--- src/rtl/branch_redirect.sv ---
// Oldest-first branch mispredict arbiter: one fetch redirect plus a
// one-cycle kill mask over the commit ring slots younger than the branch.
module branch_redirect #(
  parameter int RV       = 64,
  parameter int NCOMMIT  = 32,
  parameter int LNCOMMIT = 5,
  parameter int BDEC     = 4,
  parameter int NBR      = 2
) (
  input  logic                    clk,
  input  logic                    reset,
  input  logic [NBR-1:0]          br_enable,
  input  logic [NBR*(RV-1)-1:0]   br_dest,
  input  logic [NBR*LNCOMMIT-1:0] br_addr,
  input  logic [NBR-1:0]          br_short,
  input  logic [NBR*(BDEC-1)-1:0] br_dec,
  input  logic [LNCOMMIT-1:0]     commit_head,
  input  logic [LNCOMMIT-1:0]     commit_tail,
  input  logic                    commit_full,
  output logic                    redirect_valid,
  input  logic                    redirect_ready,
  output logic [RV-2:0]           redirect_pc,
  output logic [LNCOMMIT-1:0]     redirect_addr,
  output logic                    redirect_short,
  output logic [BDEC-2:0]         redirect_dec,
  output logic [NCOMMIT-1:0]      commit_kill
);

  logic                r_valid;
  logic [RV-2:0]       r_pc;
  logic [LNCOMMIT-1:0] r_addr;
  logic                r_short;
  logic [BDEC-2:0]     r_dec;
  logic [NCOMMIT-1:0]  r_kill;

  logic                w_sel_v;
  logic [LNCOMMIT-1:0] w_sel_age;
  logic [RV-2:0]       w_sel_pc;
  logic [LNCOMMIT-1:0] w_sel_addr;
  logic                w_sel_short;
  logic [BDEC-2:0]     w_sel_dec;
  logic [LNCOMMIT-1:0] w_p_age;
  logic [LNCOMMIT:0]   w_occ;
  logic [NCOMMIT-1:0]  w_kmask;
  logic                w_xfer;
  logic                w_cap;

  assign w_xfer  = r_valid & redirect_ready;
  assign w_p_age = r_addr - commit_head;
  assign w_occ   = commit_full ? (LNCOMMIT+1)'(NCOMMIT)
                               : {1'b0, commit_tail - commit_head};

  // strict < keeps the lowest index on equal age
  always_comb begin
    logic [LNCOMMIT-1:0] a;
    logic [LNCOMMIT-1:0] age;
    w_sel_v     = 1'b0;
    w_sel_age   = '0;
    w_sel_pc    = '0;
    w_sel_addr  = '0;
    w_sel_short = 1'b0;
    w_sel_dec   = '0;
    for (int i = 0; i < NBR; i++) begin
      a   = br_addr[i*LNCOMMIT +: LNCOMMIT];
      age = a - commit_head;
      if (br_enable[i] && !r_kill[a] &&
          (!w_sel_v || age < w_sel_age)) begin
        w_sel_v     = 1'b1;
        w_sel_age   = age;
        w_sel_pc    = br_dest[i*(RV-1) +: RV-1];
        w_sel_addr  = a;
        w_sel_short = br_short[i];
        w_sel_dec   = br_dec[i*(BDEC-1) +: BDEC-1];
      end
    end
  end

  assign w_cap = w_sel_v &
                 (!r_valid | w_xfer | (w_sel_age < w_p_age));

  always_comb begin
    logic [LNCOMMIT-1:0] sage;
    w_kmask = '0;
    for (int s = 0; s < NCOMMIT; s++) begin
      sage = LNCOMMIT'(s) - commit_head;
      w_kmask[s] = (sage > w_sel_age) && ({1'b0, sage} < w_occ);
    end
  end

  always_ff @(posedge clk) begin
    if (reset) begin
      r_valid <= 1'b0;
      r_pc    <= '0;
      r_addr  <= '0;
      r_short <= 1'b0;
      r_dec   <= '0;
      r_kill  <= '0;
    end else begin
      r_kill <= '0;
      if (w_cap) begin
        r_valid <= 1'b1;
        r_pc    <= w_sel_pc;
        r_addr  <= w_sel_addr;
        r_short <= w_sel_short;
        r_dec   <= w_sel_dec;
        r_kill  <= w_kmask;
      end else if (w_xfer) begin
        r_valid <= 1'b0;
      end
    end
  end

  assign redirect_valid = r_valid;
  assign redirect_pc    = r_pc;
  assign redirect_addr  = r_addr;
  assign redirect_short = r_short;
  assign redirect_dec   = r_dec;
  assign commit_kill    = r_kill;

endmodule

--- config.mk ---
export PLATFORM = sky130hd
export DESIGN_NAME = branch_redirect
export DESIGN_NICKNAME = d
export VERILOG_FILES = /design/src/rtl/branch_redirect.sv
export SDC_FILE = /design/constraint.sdc
export NUM_CORES = 1
export LEC_CHECK = 0
export BUFFER_PORTS_ARGS = -buffer_cell sky130_fd_sc_hd__buf_2
export CAP_MARGIN = 5
export CORE_MARGIN = 4
export CORE_UTILIZATION = 25
export CTS_CLUSTER_DIAMETER = 60
export DETAILED_ROUTE_END_ITERATION = 8
export HOLD_SLACK_MARGIN = 0.15
export PLACE_DENSITY = 0.43
export SYNTH_ARGS = -nofsm -noshare
export SYNTH_HDL_FRONTEND = slang
export SYNTH_SLANG_ARGS = --single-unit
--- constraint.sdc ---
create_clock -name clk -period 7.1 [get_ports clk]
set_input_delay 0.71 -clock clk [delete_from_list [all_inputs] [get_ports clk]]
set_output_delay 0.71 -clock clk [all_outputs]
set_load 0.02 [all_outputs]
After elaboration in Yosys (flattened, before gate mapping)
Cells that the tools add are included.
{ "totals": {"reg_bits": 105, "input_bits": 160, "out_inout_bits": 105} }
{ "classes": {"n_addsub": 36, "order_cmp": 68, "n_mux": 19, "bitwise": 5, "reduce_logical": 42} }
{ "ops": {"columns": ["cell", "n"], "rows": [
  ["5-bit by 6-bit less-than comparator with 1-bit output", 32],
  ["5-bit > comparator", 32],
  ["63-bit two-way mux", 2],
  ["5-bit subtractor (first input constant)", 16],
  ["4-bit by 5-bit subtractor with 5-bit output (first input constant)", 8],
  ["1-bit logical AND", 35],
  ["5-bit two-way mux", 4],
  ["3-bit by 5-bit subtractor with 5-bit output (first input constant)", 4],
  ["5-bit subtractor", 4],
  ["5-bit by 6-bit less-than comparator with 1-bit output (second input constant)", 2],
  ["1-bit binary-select mux with 5-bit select", 2],
  ["5-bit less-than comparator", 2],
  ["1-bit by 5-bit subtractor with 5-bit output (first input constant)", 2],
  ["2-bit by 5-bit subtractor with 5-bit output (first input constant)", 2],
  ["1-bit two-way mux", 8],
  ["3-bit two-way mux", 2],
  ["6-bit two-way mux", 1],
  ["1-bit logical NOT", 4],
  ["1-bit AND", 2],
  ["1-bit OR", 2],
  ["2-bit nonzero test", 1],
  ["2-bit OR reduction", 1],
  ["1-bit logical OR", 1],
  ["1-bit inverter", 1]
]} }

Longest topological paths before layout
Gate-level depths: netlist of the first run.
{ "depth": {"depth_word": 14, "ltp_mapped": 26, "depth_no_buf": 21} }

Least setup slack after synthesis of the first run
Ideal clock, no wire load.
{ "synth_timing": {"path_type": "input port to flip-flop", "from": "in br_addr[0]", "to": "reg r_addr[2] (netlist: redirect_addr[2])", "setup_ps": 133, "arrival_ps": 6060, "required_ps": 6967, "slack_ps": 906, "stages": 24, "path_buffers": 8, "cell_sequence": "buf_2 -> mux4_2 -> a22o_1 -> nand2_1 -> and4_1 -> buf_2 -> clkbuf_1 -> buf_1 -> nand2_1 -> ha_1 -> a211o_1 -> a21o_1 -> a21oi_2 -> clkbuf_1 -> o21a_1 -> inv_1 -> ha_1 -> nand3_1 -> o21ai_1 -> o32ai_1 -> buf_4 -> buf_4 -> buf_2 -> a311oi_1"} }
{ "synth_between": {"elab_chain_cells": 12, "word_cells_on_any_way": 18} }
{ "synth_rtl": {"columns": ["item", "line_no", "rtl"], "rows": [
  ["start, declared", "14", "input logic [NBR*LNCOMMIT-1:0] br_addr,"],
  ["1-bit binary-select mux with 5-bit select", "66", "if (br_enable[i] && !r_kill[a] &&"],
  ["1-bit two-way mux (implied by the code)", "66", null],
  ["1-bit logical NOT", "66", null],
  ["1-bit logical AND", "66", null],
  ["5-bit two-way mux / 1-bit two-way mux (equally long branches)", "66", null],
  ["5-bit less-than comparator / 1-bit logical NOT (equally long branches)", "67", "(!w_sel_v || age < w_sel_age)) begin"],
  ["1-bit logical OR", "67", null],
  ["1-bit logical AND", "66", null],
  ["5-bit two-way mux", "66", null],
  ["5-bit less-than comparator", "79", "(!r_valid | w_xfer | (w_sel_age < w_p_age));"],
  ["1-bit OR", "79", null],
  ["1-bit AND", "78", "assign w_cap = w_sel_v &"],
  ["end signal, assigned", "103", "r_addr <= w_sel_addr;"],
  ["end, declared", "31", "logic [LNCOMMIT-1:0] r_addr;"]
]} }
Several ways; a longest one is shown, not always the timed one. The select of a mux whose other input is x is not followed.
A chain may end at the register's enable or synchronous reset.

Worst setup path after layout of the first run
{ "layout_timing": {"from": "in br_addr[0]", "to": "reg r_pc[47] (netlist: redirect_pc[47])"} }
{ "layout_between": {"elab_chain_cells": 12, "word_cells_on_any_way": 18} }
{ "layout_rtl": {"columns": ["item", "line_no", "rtl"], "rows": [
  ["1-bit binary-select mux with 5-bit select", "66", null],
  ["1-bit two-way mux (implied by the code)", "66", null],
  ["1-bit logical NOT", "66", null],
  ["1-bit logical AND", "66", null],
  ["5-bit two-way mux / 1-bit two-way mux (equally long branches)", "66", null],
  ["5-bit less-than comparator / 1-bit logical NOT (equally long branches)", "67", null],
  ["1-bit logical OR", "67", null],
  ["1-bit logical AND", "66", null],
  ["5-bit two-way mux", "66", null],
  ["5-bit less-than comparator", "79", null],
  ["1-bit OR", "79", null],
  ["1-bit AND", "78", null],
  ["end signal, assigned", "102", "r_pc <= w_sel_pc;"],
  ["end, declared", "30", "logic [RV-2:0] r_pc;"]
]} }
Several ways; a longest one is shown, not always the timed one. The select of a mux whose other input is x is not followed.

==> results of run 1 <==
-- cell usage in the layout, fill, tap and decap left out, types with 9 or more instances in the layout --
cell type	count
xnor2_1	39
buf_4	13
a311oi_1	70
maj3_1	9
a211oi_1	16
buf_2	264
clkbuf_16	9
nand4_1	10
ha_1	145
nor3_1	16
nor2_1	99
o22ai_1	10
inv_1	57
a21oi_1	75
mux2i_1	17
nand2_1	96
o21ai_0	16
nand3_1	83
dfxtp_1	105
a21o_1	50
-- per-stage QoR --
stage / util [%] / setup slack [ps] / total power, mW / cell area, µm² / hold slack, ps
final: 31.1 / 1360 / 3.60 / 11100 / 495
after global routing: 31.1 / 983 / 3.90 / 11100 / 515
after CTS: 31.1 / 1400 / 3.64 / 11100 / 500
after detailed placement: 30.2 / 1020 / 3.07 / 10800 / 487
after global placement: 30.2 / 1100 / 3.06 / 10800 / 483
after floorplan: - / 906 / 2.40 / 9050 / 568
-- metal layers --
| metal | track usage [%] | vias to the layer above |
|---|---|---|
| li1 | - | 4463 |
| met1 | 21.8 | 4215 |
| met2 | 30.0 | 260 |
| met3 | 2.65 | 25 |
| met4 | 4.06 | 0 |
| met5 | 0 | - |
-- cell usage after synthesis, types with 3 or more instances --
library cell,n
fa_1,4
or3_1,3
and3_1,5
buf_4,10
ha_1,145
nor2_1,99
nor3_1,16
o211a_1,3
o21ai_0,16
inv_1,57
a31oi_1,6
a2111oi_2,6
mux4_2,8
a21o_1,50
a22oi_1,4
mux2i_1,17
and4_1,4
nor4_2,4
xnor2_1,39
a211oi_1,16
nand2_1,96
a21oi_1,75
o21bai_1,3
clkbuf_1,42
o22ai_1,10
nor2b_1,7
dfxtp_1,105
buf_2,15
o32ai_1,3
nand2b_1,7
a311oi_1,70
buf_1,3
nand4_1,10
and2_1,4
xor2_1,8
maj3_1,9
nand3_1,83
o21a_1,3
-- area by class of cell --
type,instances,area (µm²)
Clock buffer,10,239
Sequential cell,105,2100
Fill cell,3822,24600
Timing Repair Buffer,278,1440
Clock inverter,6,81.3
Multi-Input combinational cell,859,6430
Inverter,59,221
Tap cell,461,577
Antenna cell,2,5.00
-- power by group --
part           switching (mW)  internal (mW)  leakage, nW  total (mW)
clock                   0.269          0.292        0.157       0.562
combinational            1.33          0.755         4.20        2.08
sequential              0.158          0.801        0.868       0.958
-- worst max-delay path: stages --
cell and delay [ps]:
buf_2 360, mux4_2 570, a22o_1 220, nand2_1 80
and4_2 260, buf_4 380, nand2_1 110, ha_1 290
a211o_1 270, a21o_1 220, nor2_1 110, a2bb2oi_1 230
inv_1 70, ha_1 200, or2_2 290, o221a_1 260
o32ai_4 360, buf_12 390, nor2_1 90, a311oi_1 290
-- how the worst max path moves through the flow --
stage	to	slack, ps	cells after the start
floorplan	redirect_addr[2]	910	24
global placement	redirect_pc[14]	1100	20
detailed placement	redirect_pc[32]	1020	20
CTS	redirect_pc[32]	1400	20
global route	redirect_pc[33]	980	20
finish	redirect_pc[47]	1360	20
-- state kept, by name (all words and copies together) (netlist names) --
signal / flops
redirect_dec: 3
redirect_pc: 63
redirect_valid: 1
redirect_addr: 5
commit_kill: 32
redirect_short: 1
-- cell families (layout without fill, tap and decap cells) --
kind of cell / after synthesis / count (layout) / synth area share (%)
AOI/OAI and AO/OA: 286 / 286 / 22.8
xor gates and xnor gates: 47 / 47 / 4.55
adders and majority gates: 158 / 158 / 21.9
buffers and inverters: 130 / 353 / 6.10
DFF: 105 / 105 / 23.2
muxes: 26 / 26 / 4.00
other: 0 / 2 / 0
and+or+nand+nor: 342 / 342 / 17.4
==> run_results.csv, run 1 <==
group,metric,value,unit
timing,period_minus_slack,5740,ps
detailed_routing,wl_per_cell,19.7,µm
critical_path,critical_path_class,"in2reg",
grt,grt_pass1_vias,8735,
critical_path,end_kind,"register",
power,p_per_area,325,nW/µm²
detailed_routing,totalWireLength,35.1,mm
hold_path,worst_hold_path.endpoint,"redirect_pc[42]",
timing,hold_violations,0,
critical_path,crit_fanout,144,
clocking,ctsResizeCount,0,
detailed_routing,ant_nets,0,
finish,final-instance-count-excl-fill,1780,
floorplanning,die_height,198,µm
hold_path,min_delay_path_depth,2,
clocking,clk_pin_slew_worst_paths,80,ps
placed_design,port_buffers,264,
clocking,cts.sinks,105,
detailed_routing,num_vias,8963,
finish,drive_gt1_share,24.4,%
timing,rsz0062_at_grt,"false",
grt,antenna_found_initial,1,
run,cap_violations,0,
synth,syn_nets,1403,
timing,finalClockSkew,13.5,ps
floorplanning,dieArea,39300,µm²
clocking,cts_setup_buffers,0,
critical_path,r2r-end,"redirect_pc[47]",
critical_path,cp-startpoint,"br_addr[0]",
detailed_routing,highest_layer,"met4",
critical_path,crit_arrival,6000,ps
floorplanning,die_w,198,µm
critical_path,ff2ff_path_depth,19,
synth,yosys-top-cells-area,"dfxtp_1, ha_1, a311oi_1, nand3_1, a21o_1",
critical_path,worstSetupStartpointType,"primary input",
critical_path,reg2reg_slack,1730,ps
synth,netlist_instances,1094,
power,leakagePower,5.23,nW
clocking,ctsHoldBuffers,0,
timing,fmax,174,MHz
clocking,worstSkewPairLatency,370,ps
clocking,cts-root-buf,"clkbuf_16",
status,status,"completed",
floorplanning,core_region_area,35700,µm²
synth,synthArstFlopShare,0,%
synth,synth_edf_count,0,
power,peakVddDrop,138,µV
timing,period_share,80.9,%
hold_path,hp-class,"reg2reg",
timing,drv_slew,0,
finish,syn2layout_area_growth,22.6,%
clocking,htree_levels,3,
floorplanning,initial_core_util,25.4,%
detailed_routing,m1WireLength,15.4,mm
detailed_routing,met2_length,17.2,mm
synth,synth_top_cell_by_area,"dfxtp_1",
synth,synth_seq_area_share,23.2,%
synth,yosys.area.top_type_share,23.2,%
grt,grt_max_degree,145,
critical_path,crit_required,7360,ps
grt,gr-total-overflow,0,
hold_path,worstHoldStart,"redirect_pc[42]",
placed_design,dpl.hpwl,27.1,mm
floorplanning,placementRows,69,
synth,avgSynthCellArea,8.27,µm²
synth,syn_area,9050,µm²
clocking,cts_tree,"yes",
placed_design,placed_cells,1762,
clocking,clock_path_buffers,2,
synth,ys_ff_latch,105,
grt,grt_pass1_wl,52.3,mm
synth,yosysWarningCount,0,
detailed_routing,wl_met3,1.93,mm
detailed_routing,dr.first_iter.drc_count,417,
timing,setup_viol_count_final,0,
floorplanning,ios,265,
detailed_routing,drc,0,
detailed_routing,dr.pass1.iters,4,
critical_path,rr_startpoint,"commit_kill[21]",
synth,ys.flop_type,"dfxtp_1",
clocking,numCtsBuffers,9,
grt,grt_usage,17.0,%
detailed_routing,vias_per_cell,5.04,
finish,finalNetCount,1621,
timing,relSlewSlack,39.9,%
timing,tightest_slew,902,ps
timing,finalSetupTns,0,ps
placed_design,gp_congestion,0.796,
synth,yosys.cell_types.count,59,
(Power assumes the default switching activity.)
==> inputs of run 2 (changes only) <==
==> constraint.sdc (replaced) <==
create_clock -name clk -period 5.3 [get_ports clk]
set_input_delay 0.53 -clock clk [delete_from_list [all_inputs] [get_ports clk]]
set_output_delay 0.53 -clock clk [all_outputs]
set_load 0.02 [all_outputs]
==> run_results.csv, run 2 (synthesized netlist as in run 1, its figures left out) <==
group,metric,value,unit
timing,hold_violations,0,
power,p_sw,2.40,mW
grt,grt_pass1_wl,53.9,mm
detailed_routing,vias_per_cell,5.03,
detailed_routing,totalWireLength,36.3,mm
detailed_routing,num_vias,9084,
clocking,ctsResizeCount,0,
status,status,"completed",
floorplanning,initial_core_util,25.4,%
floorplanning,dieArea,39300,µm²
timing,period_share,92.2,%
critical_path,end_kind,"register",
detailed_routing,wl_per_cell,20.1,µm
critical_path,crit_arrival,5160,ps
detailed_routing,dr.first_iter.drc_count,420,
power,p_sw_share,48.9,%
power,p_per_area,433,nW/µm²
placed_design,placed_cells,1788,
grt,gr-total-overflow,0,
grt,antenna_found_initial,3,
placed_design,port_buffers,264,
clocking,cts-root-buf,"clkbuf_16",
critical_path,critical_path_class,"reg2reg",
finish,drive_gt1_share,25.9,%
clocking,numCtsBuffers,9,
clocking,ctsHoldBuffers,0,
power,internal-power,2.50,mW
detailed_routing,dr.pass1.iters,5,
detailed_routing,ant_nets,0,
finish,finalNetCount,1647,
power,clockPowerShare,14.4,%
grt,grt_pass1_vias,8898,
clocking,clock_path_buffers,2,
timing,rsz0062_at_grt,"false",
timing,hold_slack,404,ps
timing,period_minus_slack,4890,ps
detailed_routing,drc,0,
finish,largest_reg_flops,63,
floorplanning,ios,265,
power,peakVddDrop,164,µV
power,p_comb_share,59.2,%
finish,syn2layout_area_growth,24.9,%
power,leakagePower,5.35,nW
clocking,htree_levels,3,
timing,finalSetupTns,0,ps
clocking,clk_pin_slew_worst_paths,90,ps
clocking,cts_tree,"yes",
run,cap_violations,0,
finish,final_cell_mix,"buf_2, ha_1, dfxtp_1, nor2_1, nand2_1",
critical_path,crit_fanout,45,
grt,grt_usage,17.6,%
timing,drv_slew,0,
hold_path,hp-class,"in2reg",
floorplanning,die_w,198,µm
clocking,worstSkewPairLatency,380,ps
critical_path,worstSetupStartpointType,"register",
timing,relSlewSlack,37.6,%
finish,final_common_cell,"buf_2",
clocking,cts_setup_buffers,0,
placed_design,gp_congestion,0.823,
timing,setup_viol_count_final,0,
critical_path,crit_required,5570,ps
power,seqPwrFrac,26.4,%
clocking,cts.sinks,105,
finish,finish.utilization,31.7,%
finish,final-instance-count-excl-fill,1807,
floorplanning,die_height,198,µm
timing,finalClockSkew,14.3,ps
timing,tightest_slew,937,ps
floorplanning,core_region_area,35700,µm²
placed_design,dpl.hpwl,28.2,mm
timing,fmax,205,MHz
grt,grt_max_degree,75,
floorplanning,placementRows,69,
[run 2: layout make-up]
class / count / area (µm²)
fill: 3875 / 24400
multi-input combinational: 859 / 6430
sequential: 105 / 2100
timing repair buffer: 304 / 1660
tap: 461 / 577
clock buffer: 9 / 225
inverter: 59 / 221
clock inverter: 7 / 70.1
antenna: 3 / 7.51
[run 2: final timing paths]
kind | startpoint | end | slack [ps] | cells after the start
worst max-delay path | commit_kill[18] | redirect_pc[53] | 410 | 20
worst min-delay path | br_dest[125] | redirect_pc[62] | 400 | 3
worst max register to register | commit_kill[18] | redirect_pc[53] | 410 | 20
worst min register to register | redirect_pc[54] | redirect_pc[54] | 500 | 2
[run 2: critical path: stages (launching register included)]
cell       delay (ps)
dfxtp_1           390
mux4_2            480
a22o_1            240
nand2_1            80
and4_2            240
nand2_1            80
ha_1              270
a21o_1            160
a211o_1           300
a21o_1            220
nor2_1            110
a2bb2oi_1         250
inv_1              80
ha_1              200
or2_2             290
o221a_1           270
o32ai_4           330
buf_4             240
buf_12            220
nor2_1             70
a311oi_1          250
[run 2: power groups by stage]
stage	logic (mW)	clock network (mW)	registers [mW]
2_1_floorplan	1.64	0	1.58
3_3_place_gp	2.89	0	1.31
3_5_place_dp	2.91	0	1.31
4_1_cts	2.92	0.732	1.30
5_1_grt	3.21	0.762	1.33
6_report	2.90	0.705	1.29
[run 2: per-layer routing]
layer	part of all wire (%)	GRT usage [%]	vias to the layer above
met5	0	0	-
met3	4.9	1.91	24
met4	1.6	5.05	0
met2	49	30.5	264
li1	-	-	4504
met1	45	23.1	4292
[run 2: stage by stage]
step	worst slack, ps	power, mW	area, µm²
detailed placement	129	4.22	11000
global route	92.6	5.30	11300
CTS	440	4.95	11300
finish	411	4.89	11300
floorplan	31.5	3.22	9060
global placement	162	4.20	11000
